### config.mk
export PLATFORM = sky130hd
export DESIGN_NAME = mem_rr_arbiter
export DESIGN_NICKNAME = d
export VERILOG_FILES = /design/src/rtl/mem_rr_arbiter.sv
export SDC_FILE = /design/constraint.sdc
export NUM_CORES = 1
export LEC_CHECK = 0
export ABC_CLOCK_PERIOD_IN_PS = 1300
export CORE_ASPECT_RATIO = 0.75
export CORE_MARGIN = 2
export CORE_UTILIZATION = 40
export CTS_CLUSTER_DIAMETER = 200
export DETAILED_ROUTE_END_ITERATION = 12
export DONT_BUFFER_PORTS = 1
export GPL_TIMING_DRIVEN = 0
export PLACE_DENSITY_LB_ADDON = 0.1
export SLEW_MARGIN = 30
export SYNTH_ARGS = -nofsm -noshare
export SYNTH_HDL_FRONTEND = slang
export SYNTH_SLANG_ARGS = --single-unit
### constraint.sdc
create_clock -name clk -period 1.3 [get_ports clk]
set_input_delay 0.13 -clock clk [delete_from_list [all_inputs] [get_ports clk]]
set_output_delay 0.13 -clock clk [all_outputs]
set_load 0.02 [all_outputs]
### src/rtl/mem_rr_arbiter.sv
// Work-conserving round-robin arbiter that multiplexes N PicoRV32 native memory
// ports onto one downstream target port, with an optional hung-target watchdog.

module mem_rr_lane (
  input  logic        clk,
  input  logic        resetn,
  input  logic        load,
  input  logic [31:0] data,
  output logic        ready,
  output logic [31:0] rdata
);
  always_ff @(posedge clk) begin
    if (!resetn) begin
      ready <= 1'b0;
      rdata <= '0;
    end else begin
      ready <= load;
      if (load) rdata <= data;
    end
  end
endmodule

module mem_rr_arbiter #(
  parameter int N_CORES = 2,
  parameter int TIMEOUT = 0,
  localparam int IDX_W = (N_CORES > 1) ? $clog2(N_CORES) : 1
) (
  input  logic                    clk,
  input  logic                    resetn,
  input  logic [N_CORES-1:0]      cpu_valid,
  input  logic [32*N_CORES-1:0]   cpu_addr,
  input  logic [32*N_CORES-1:0]   cpu_wdata,
  input  logic [4*N_CORES-1:0]    cpu_wstrb,
  output logic [N_CORES-1:0]      cpu_ready,
  output logic [32*N_CORES-1:0]   cpu_rdata,
  output logic                    tgt_valid,
  output logic [31:0]             tgt_addr,
  output logic [31:0]             tgt_wdata,
  output logic [3:0]              tgt_wstrb,
  output logic [IDX_W-1:0]        tgt_owner,
  input  logic                    tgt_ready,
  input  logic [31:0]             tgt_rdata,
  output logic                    timeout_err
);
  localparam int CNT_W = (TIMEOUT > 1) ? $clog2(TIMEOUT) : 1;
  localparam logic [CNT_W-1:0] CNT_LAST = CNT_W'((TIMEOUT > 0) ? TIMEOUT - 1 : 0);

  typedef enum logic [1:0] {S_IDLE, S_BUSY, S_RESP} state_t;

  state_t                     state, state_nxt;
  logic [IDX_W-1:0]           ptr, ptr_nxt, gnt, hi_g, lo_g;
  logic                       hi_hit, any_req, done, expire;
  logic [CNT_W-1:0]           cnt;
  logic [N_CORES-1:0][31:0]   addr_v, wdata_v, rdata_v;
  logic [N_CORES-1:0][3:0]    wstrb_v;
  logic [31:0]                lane_data;

  assign addr_v    = cpu_addr;
  assign wdata_v   = cpu_wdata;
  assign wstrb_v   = cpu_wstrb;
  assign cpu_rdata = rdata_v;

  // Two descending scans: the last hit is the lowest index, first among those
  // at or above ptr, falling back to the lowest overall (wrap-around).
  always_comb begin
    hi_hit = 1'b0;
    hi_g   = '0;
    lo_g   = '0;
    for (int j = N_CORES - 1; j >= 0; j--) begin
      if (cpu_valid[j]) begin
        lo_g = IDX_W'(j);
        if (IDX_W'(j) >= ptr) begin
          hi_hit = 1'b1;
          hi_g   = IDX_W'(j);
        end
      end
    end
    gnt     = hi_hit ? hi_g : lo_g;
    any_req = |cpu_valid;
  end

  assign ptr_nxt = (tgt_owner == IDX_W'(N_CORES - 1)) ? '0 : tgt_owner + 1'b1;

  always_ff @(posedge clk) begin
    if (!resetn) state <= S_IDLE;
    else         state <= state_nxt;
  end

  always_comb begin
    state_nxt = state;
    expire    = 1'b0;
    done      = 1'b0;
    case (state)
      S_IDLE: if (any_req) state_nxt = S_BUSY;
      S_BUSY: begin
        expire = (TIMEOUT != 0) && (cnt == CNT_LAST) && !tgt_ready;
        done   = tgt_ready || expire;
        if (done) state_nxt = S_RESP;
      end
      S_RESP:  state_nxt = S_IDLE;
      default: state_nxt = S_IDLE;
    endcase
  end

  always_ff @(posedge clk) begin
    if (!resetn) begin
      tgt_valid   <= 1'b0;
      tgt_addr    <= '0;
      tgt_wdata   <= '0;
      tgt_wstrb   <= '0;
      tgt_owner   <= '0;
      ptr         <= '0;
      cnt         <= '0;
      timeout_err <= 1'b0;
    end else begin
      timeout_err <= expire;
      case (state)
        S_IDLE: if (any_req) begin
          tgt_valid <= 1'b1;
          tgt_addr  <= addr_v[gnt];
          tgt_wdata <= wdata_v[gnt];
          tgt_wstrb <= wstrb_v[gnt];
          tgt_owner <= gnt;
          cnt       <= '0;
        end
        S_BUSY: begin
          cnt <= cnt + 1'b1;
          if (done) begin
            tgt_valid <= 1'b0;
            ptr       <= ptr_nxt;
          end
        end
        default: cnt <= '0;
      endcase
    end
  end

  assign lane_data = expire ? 32'hFFFF_FFFF : tgt_rdata;

  for (genvar i = 0; i < N_CORES; i++) begin : g_lane
    mem_rr_lane u_lane (
      .clk   (clk),
      .resetn(resetn),
      .load  (done && (tgt_owner == IDX_W'(i))),
      .data  (lane_data),
      .ready (cpu_ready[i]),
      .rdata (rdata_v[i])
    );
  end
endmodule

==> flow_summary_export.csv, run 1 <==
group,metric,value,unit
placement,pre_cts_ws,-319,ps
routing,drt_first_pass_iters,5,
floorplanning,die-area,17000,µm²
floorplanning,fp-row-count,39,
sta,min_period_over_period,1.13,
critical_path,critical_path_maximum_fanout,7,
logic_synthesis,synth_top_cell_area_share,0.435,
global_route,maximum_number_of_pins_on_one_net_before_global_route_repair,17,
clocking,clk_path_buf_depth,2,
clocking,worst_skew_pair.late_latency,420,ps
global_route,first_pass_grt_wire_length,34900,µm
sta,clock_period_minus_worst_slack,1480,ps
logic_synthesis,mappedNetlistArea,6390,µm²
status,violations,"setup timing",
placement,placement.io_buffers,0,
cells_and_area,layout.filler_cells,1285,
sta,slew_headroom,0.481,
logic_synthesis,synth.yosys.warnings,0,
clocking,cts_inserted_buffers,17,
clocking,tritoncts,"done",
logic_synthesis,synth.yosys.seq_area_share,0.435,
sta,clock-skew-final,7.81,ps
sta,grt_setup_unrepaired,"true",
routing,detail_route.drc_violations,0,
floorplanning,initial_utilization,0.415,
pwr,powerDensity,1330,nW/µm²
clocking,clk_transition_reported_paths,60,ps
sta,max_slew.worst_pin.slew,778,ps
clocking,ctsHtreeMaxLevel,4,
placement,gp_congestion,0.815,
pwr,largest_vdd_supply_drop,0.000762,V
logic_synthesis,synth_top_cells_by_area,"dfxtp_1, o311a_1, a21boi_0",
pwr,leakagePower,3.63,nW
hold_path,hold_path_class,"in -> reg",
critical_path,worst-setup-path-type,"reg -> reg",
sta,finalHoldViolations,0,
cells_and_area,final_net_count,994,
routing,route.detailed.vias_per_inst,5.98,
sta,layout_setup_ws,-175,ps
routing,final_antenna_net_count,0,
critical_path,worst-endpoint-arrival,1780,ps
clocking,cts_root_buffer,"clkbuf_16",
routing,drt_first_iter_violations,406,
routing,via_count,6252,
global_route,global_route_usage_over_all_layers,0.264,
logic_synthesis,ys_seq_elements,139,
cells_and_area,area_growth_syn_to_fin,40.3,%
clocking,cts.sinks,139,
critical_path,cp_data_required_time,1600,ps
routing,drt_wl_total,24400,µm
routing,routed_wire_per_std_cell,23.3,µm
logic_synthesis,number_of_distinct_standard_cells_referenced_by_the_synthesized_netlist,26,
logic_synthesis,synth_fp_nets,888,
logic_synthesis,netlist.top_cell.by_area,"dfxtp_1",
critical_path,endpoint_kind,"register",
floorplanning,coreArea,15400,µm²
floorplanning,die_y,114,µm
pwr,finalPower,11.9,mW
placement,place_area,6650,µm²
status,outcome,"complete, but fails checks",
critical_path,worst_setup_path_start_kind,"register",
global_route,via_count_of_the_first_global_routing_pass,6283,
run,cap_violations,0,
sta,timing_max_transition_violations_final,0,
placement,detailedPlacementHpwl,16500,µm
logic_synthesis,synthesis.area_per_instance,8.94,µm²
sta,setup_viol_count_final,132,
sta,max_clock_freq,0.678,GHz
floorplanning,die-width,150,µm
floorplanning,io-pin-count,310,
global_route,overflow,0,
cells_and_area,post_route_cells_drive_above_1_share,0.247,
logic_synthesis,syn-instance-count,715,
global_route,antenna_found_initial,9,
cells_and_area,finalInstanceArea,8970,µm²
## report_power, final
| part | switching (mW) | total (mW) | internal, mW |
|---|---|---|---|
| registers | 0.632 | 5.22 | 4.58 |
| logic | 1.05 | 2.13 | 1.08 |
| clock network | 2.10 | 4.60 | 2.50 |
| total | 3.78 | 11.9 | 8.16 |
## cells in the mapped netlist
cell type    n
buf_2       23
nand3_1     65
o21bai_2    10
and3b_1      1
or2_1        1
a21boi_1    10
conb_1       1
nor2b_1      1
nor4bb_1     1
and2_1       1
dfxtp_1    139
nor2_1       3
and4b_1      1
and3_1      69
nand2_1     64
a21boi_0    61
buf_1        3
nand2b_1     2
buf_6        4
or3b_2       1
o21bai_1    58
o21ai_2      1
clkbuf_1    53
o21ai_0     66
buf_4        8
o311a_1     68
## routing by layer
metal	part of all wire	track usage	vias to the layer above	wire (µm)
li1	-	-	2888	-
met1	0.40	0.319	3030	9810
met2	0.48	0.441	289	11800
met3	0.092	0.0944	41	2250
met4	0.020	0.0818	4	490
met5	0.00086	0	-	21
## kinds of logic after synthesis
group	synth area share
AOI/OAI and AO/OA	0.329
and+or+nand+nor	0.168
DFF	0.435
buffers and inverters	0.0673
other	0.000586
## flip-flops by register name, indices dropped and copies added (netlist names)
signal and cells:
g_lane.u_lane.rdata 64, g_lane.u_lane.ready 2, ptr 1, state 2, tgt_addr 32, tgt_owner 1, tgt_valid 1, tgt_wdata 32
tgt_wstrb 4
## final cells by class
type | count | area, µm² | area share
Antenna cell | 7 | 17.5 | 0.00195
Buffer | 91 | 683 | 0.0761
Clock buffer | 17 | 425 | 0.0474
Clock inverter | 15 | 131 | 0.0146
Multi-Input combinational cell | 485 | 3650 | 0.406
Sequential cell | 139 | 2790 | 0.311
Tap cell | 205 | 256 | 0.0286
Timing Repair Buffer | 87 | 1020 | 0.114
## layout by cell type (no fill, tap or decap), types with 3 or more instances in the layout
cell type and n:
clkbuf_2 3, clkbuf_8 4, nand3_1 10, o21ai_2 16, and3_4 3, nand2_1 64
dfxtp_2 3, clkbuf_4 6, o21ai_1 49, inv_6 5, buf_6 12, a21boi_0 36
buf_8 14, and3_1 66, o21bai_1 58, dlygate4sd3_1 67, buf_1 3, buf_2 17
dfxtp_1 135, diode_2 7, o21bai_4 8, clkbuf_1 30, buf_4 10, clkinv_4 4
clkinvlp_4 4, clkbuf_16 24, a21boi_1 35, buf_12 3, o311a_1 68, nand3_2 53
## per-stage QoR
stage	utilization	hold slack [ps]	cells	setup TNS, ps
floorplan	-	260	715	0
CTS	0.537	0.233	1029	-8980
detailed placement	0.431	269	920	-30690
global placement	0.431	263	920	-27260
finish	0.582	9.93	1046	-12240
global route	0.582	5.13	1045	-19420
## final timing paths
check                startpoint      endpoint  slack, ps  depth (start not counted)
setup reg to reg            ptr  tgt_addr[23]       -180                          6
setup / recovery            ptr  tgt_addr[23]       -180                          6
hold reg to reg             ptr           ptr        520                          2
hold / removal    cpu_wdata[35]  tgt_wdata[3]         10                          2
## repair_timing
action,in CTS,in global routing
cloned,5,7
pin swaps,2,9
setup buffers,5,3
endpoints found under the hold margin,99,0
setup endpoints to repair,133,133
resized for setup,122,175
hold buffers,67,0
## worst max-delay path: stages, from the launching register on
cell,delay [ps]
dfxtp_2,310
nand2b_4,160
buf_6,150
buf_8,140
buf_12,130
and3_1,170
o311a_1,290
(Power assumes the default switching activity.)
==> run 2: changes to the inputs <==
- ABC_AREA: default -> 1
==> run 2 against run 1 <==
Against the previous run:
- the flow finishes with violations (hold timing)
- core utilization grew 0.75 points
- count of clock-buffer cells in the layout grew 1
- first-iteration DRC count grew 5.9%
- synthesized area grew 2.6%
- non-clock buffer count grew 64
- sequential power grew 2%
- wire length shrank 11%
- final area grew 5.2%
- synthesized cell count grew 45%
- register-to-register slack gained 180 ps
- fmax grew 14%
- clock power grew 2%
- largest power group unchanged
==> flow_summary_export.csv, run 2 <==
group,metric,value,unit
routing,drt_wl_total,21700,µm
global_route,overflow,0,
logic_synthesis,synth_top_cells_by_area,"dfxtp_1, nand2_1, inv_1",
critical_path,worst_path_dominant_cell_family,"simple AND/OR/NAND/NOR gates",
global_route,met1_global_route_usage,0.288,
sta,clock_period_minus_worst_slack,1300,ps
clocking,cts.sinks,139,
cells_and_area,area_growth_syn_to_fin,43.8,%
clocking,clk_transition_reported_paths,60,ps
logic_synthesis,ys_seq_elements,139,
logic_synthesis,synthesis.area_per_instance,6.33,µm²
logic_synthesis,synth-edff-count,0,
sta,min_period_over_period,0.999,
logic_synthesis,netlist.top_cell.by_area,"dfxtp_1",
routing,drt_first_pass_iters,5,
placement,detailedPlacementHpwl,14600,µm
floorplanning,fp-row-count,40,
logic_synthesis,synth_fp_nets,1209,
cells_and_area,layout_top_registers,"g_lane.u_lane.rdata (64), tgt_addr (32), tgt_wdata (32)",
pwr,powerDensity,1290,nW/µm²
pwr,largest_vdd_supply_drop,0.000725,V
floorplanning,initial_utilization,0.410,
critical_path,critical_path_buf_inv_count,4,
placement,dp.cells,1246,
routing,route.detailed.vias_per_inst,4.69,
pwr,clock_power_share,0.387,
cells_and_area,mostFrequentLayoutCell,"nand2_1",
cells_and_area,final_net_count,1402,
critical_path,worst_r2r_setup_slack,0.7,ps
cells_and_area,final_cell_count_no_fill,1452,
clocking,cts_inserted_buffers,17,
routing,detail_route.drc_violations,0,
logic_synthesis,synthMostInstantiatedCell,"nand2_1",
pwr,p_seq_frac,0.437,
logic_synthesis,ys.flop_type,"dfxtp_1",
placement,placement.io_buffers,0,
clocking,clk_path_buf_depth,2,
pwr,net-switching-power,3.84,mW
pwr,p_sw_frac,0.315,
sta,whs,-0.498,ps
placement,place_area,6830,µm²
critical_path,setup.worst_path.end,"tgt_wdata[30]",
routing,drt_first_iter_violations,430,
pwr,finalPower,12.2,mW
sta,max_slew.worst_pin.slew,559,ps
global_route,global_route_usage_over_all_layers,0.234,
critical_path,worst-path-stages,8,
placement,gp_congestion,0.806,
logic_synthesis,synth.yosys.warnings,0,
global_route,maximum_number_of_pins_on_one_net_before_global_route_repair,20,
status,outcome,"complete, but fails checks",
sta,max_clock_freq,0.770,GHz
logic_synthesis,syn-instance-count,1036,
cells_and_area,finalInstanceArea,9440,µm²
global_route,via_count_of_the_first_global_routing_pass,6401,
critical_path,critical_path_maximum_fanout,6,
status,violations,"hold timing",
cells_and_area,post_route_cells_drive_above_1_share,0.112,
critical_path,worst-endpoint-arrival,1620,ps
pwr,intPower,8.34,mW
floorplanning,io-pin-count,310,
global_route,first_pass_grt_wire_length,33000,µm
routing,final_antenna_net_count,0,
cells_and_area,most-common-layout-cells,"nand2_1, inv_1, dlygate4sd3_1",
logic_synthesis,number_of_distinct_standard_cells_referenced_by_the_synthesized_netlist,17,
sta,timing_max_transition_violations_final,0,
critical_path,worstRegToRegCells,8,
run,cap_violations,0,
floorplanning,die-area,17500,µm²
clocking,ctsHtreeMaxLevel,4,
critical_path,r2r-start,"state[0]",
cells_and_area,diodes,0,
floorplanning,die_y,115,µm
critical_path,worst_setup_path_start_kind,"register",
floorplanning,die-width,152,µm
logic_synthesis,mappedNetlistArea,6560,µm²
logic_synthesis,synth_async_sr_flop_share,0,
routing,routed_wire_per_std_cell,14.9,µm
critical_path,cp_data_required_time,1620,ps
global_route,groute.layer.met2.usage,0.377,
sta,clock-skew-final,13.7,ps
pwr,comb_power_share,0.176,
pwr,leakagePower,4.85,nW
hold_path,hold_path_class,"in -> reg",
sta,finalHoldViolations,1,
critical_path,regToRegEndpoint,"tgt_wdata[30]",
clocking,worst_skew_pair.late_latency,420,ps
critical_path,critical_path_cell_sequence,"inv_2 -> nand2_2 -> nor2_4 -> buf_8 -> buf_8 -> nand3_1 -> nand2_1 -> inv_1",
global_route,most_crowded_layer_gr,"met2",
routing,via_count,6804,
floorplanning,coreArea,16000,µm²
critical_path,timing.critical_path.from,"state[0]",
sta,slew_headroom,0.627,
cells_and_area,top_register,"g_lane.u_lane.rdata",
logic_synthesis,synth.yosys.seq_area_share,0.424,
global_route,antenna_found_initial,0,
cells_and_area,layout.filler_cells,1470,
critical_path,worst-setup-path-type,"reg -> reg",
critical_path,critical_path.most_common_cell,"buf_8",
sta,grt_setup_unrepaired,"true",
cells_and_area,largest_register_ff_count,64,
sta,setup_viol_count_final,0,
logic_synthesis,synth.top_cells.by_count,"nand2_1, inv_1, dfxtp_1",
global_route,grt_use_met3,0.0931,
clocking,tritoncts,"done",
logic_synthesis,synth_top_cell_area_share,0.424,
critical_path,endpoint_kind,"register",
clocking,cts_root_buffer,"clkbuf_16",
critical_path,timing.critical_path.slowest_stage_cell,"dfxtp_2",
critical_path,critical-path-max-stage-delay,340,ps
[run 2: cell count changes after synthesis, sizes merged, moves of 69 or more]
| cell | previous run | this run |
|---|---|---|
| a21boi | 71 | 0 |
| a21oi | 0 | 72 |
| and3 | 69 | 0 |
| inv | 0 | 208 |
| nand2 | 64 | 273 |
| nand3 | 65 | 139 |
| nor2 | 3 | 136 |
[run 2: worst min-delay path by stage]
stage	cells past startpoint	slack, ps	end	start
2_1_floorplan	2	260	g_lane[1].u_lane.rdata[0]	tgt_rdata[0]
6_report	4	-0.5	tgt_addr[6]	cpu_addr[38]
3_3_place_gp	2	270	g_lane[1].u_lane.rdata[14]	tgt_rdata[14]
5_1_grt	4	20	tgt_addr[6]	cpu_addr[38]
4_1_cts	4	7	tgt_addr[26]	cpu_addr[58]
3_5_place_dp	2	270	g_lane[1].u_lane.rdata[2]	tgt_rdata[2]
[run 2: worst register-to-register path, stage by stage, from the launching register on]
cell and delay (ps):
dfxtp_2 340, inv_2 70, nand2_2 70, nor2_4 190, buf_8 190, buf_8 130, nand3_1 110, nand2_1 80
inv_1 30
[run 2: what timing repair did]
action	in CTS	in global routing
hold buffers	165	0
buffers inserted	6	3
cloned	0	4
pin swaps	3	14
endpoints found under the setup margin	120	133
endpoints found under the hold margin	136	0
gates resized for setup	19	59
[run 2: metrics by stage]
step	setup WS [ps]	utilization	TNS [ps]	hold WS [ps]
after floorplan	145	-	0	265
after CTS	-11.7	0.570	-11.7	7.02
after detailed placement	-213	0.426	-9840	272
after global placement	-200	0.426	-10540	270
final	0.686	0.589	0	-0.498
after global routing	-53.4	0.589	-1220	17.8
[run 2: final cells by class]
class,count,area (µm²),share of cell area
Tap cell,210,263,0.0278
Clock inverter,14,135,0.0143
Sequential cell,139,2790,0.295
Clock buffer,18,439,0.0465
Multi-Input combinational cell,621,2790,0.296
Inverter,208,781,0.0827
Buffer,64,440,0.0467
Timing Repair Buffer,178,1800,0.191
[run 2: power groups by stage]
| stage | Clock, mW | Combinational (mW) | Sequential [mW] |
|---|---|---|---|
| global route | 5.04 | 2.40 | 5.36 |
| global placement | 0 | 1.46 | 5.42 |
| detailed placement | 0 | 1.48 | 5.42 |
| finish | 4.71 | 2.14 | 5.33 |
| CTS | 4.84 | 1.95 | 5.32 |
| floorplan | 0 | 1.18 | 5.30 |
[run 2: per-layer routing]
metal / wire length, µm / vias to the layer above / part of all wire
li1: - / 3468 / -
met1: 9360 / 2992 / 0.43
met2: 9860 / 296 / 0.45
met3: 2020 / 48 / 0.093
met4: 455 / 0 / 0.021
met5: 0 / - / 0
[run 2: cells by family after synthesis]
| family | after synthesis | share of synthesized area |
|---|---|---|
| and+or+nand+nor | 548 | 0.343 |
| AOI/OAI and AO/OA | 72 | 0.0549 |
| buffers and inverters | 276 | 0.178 |
| DFF | 139 | 0.424 |
| other | 1 | 0.000571 |
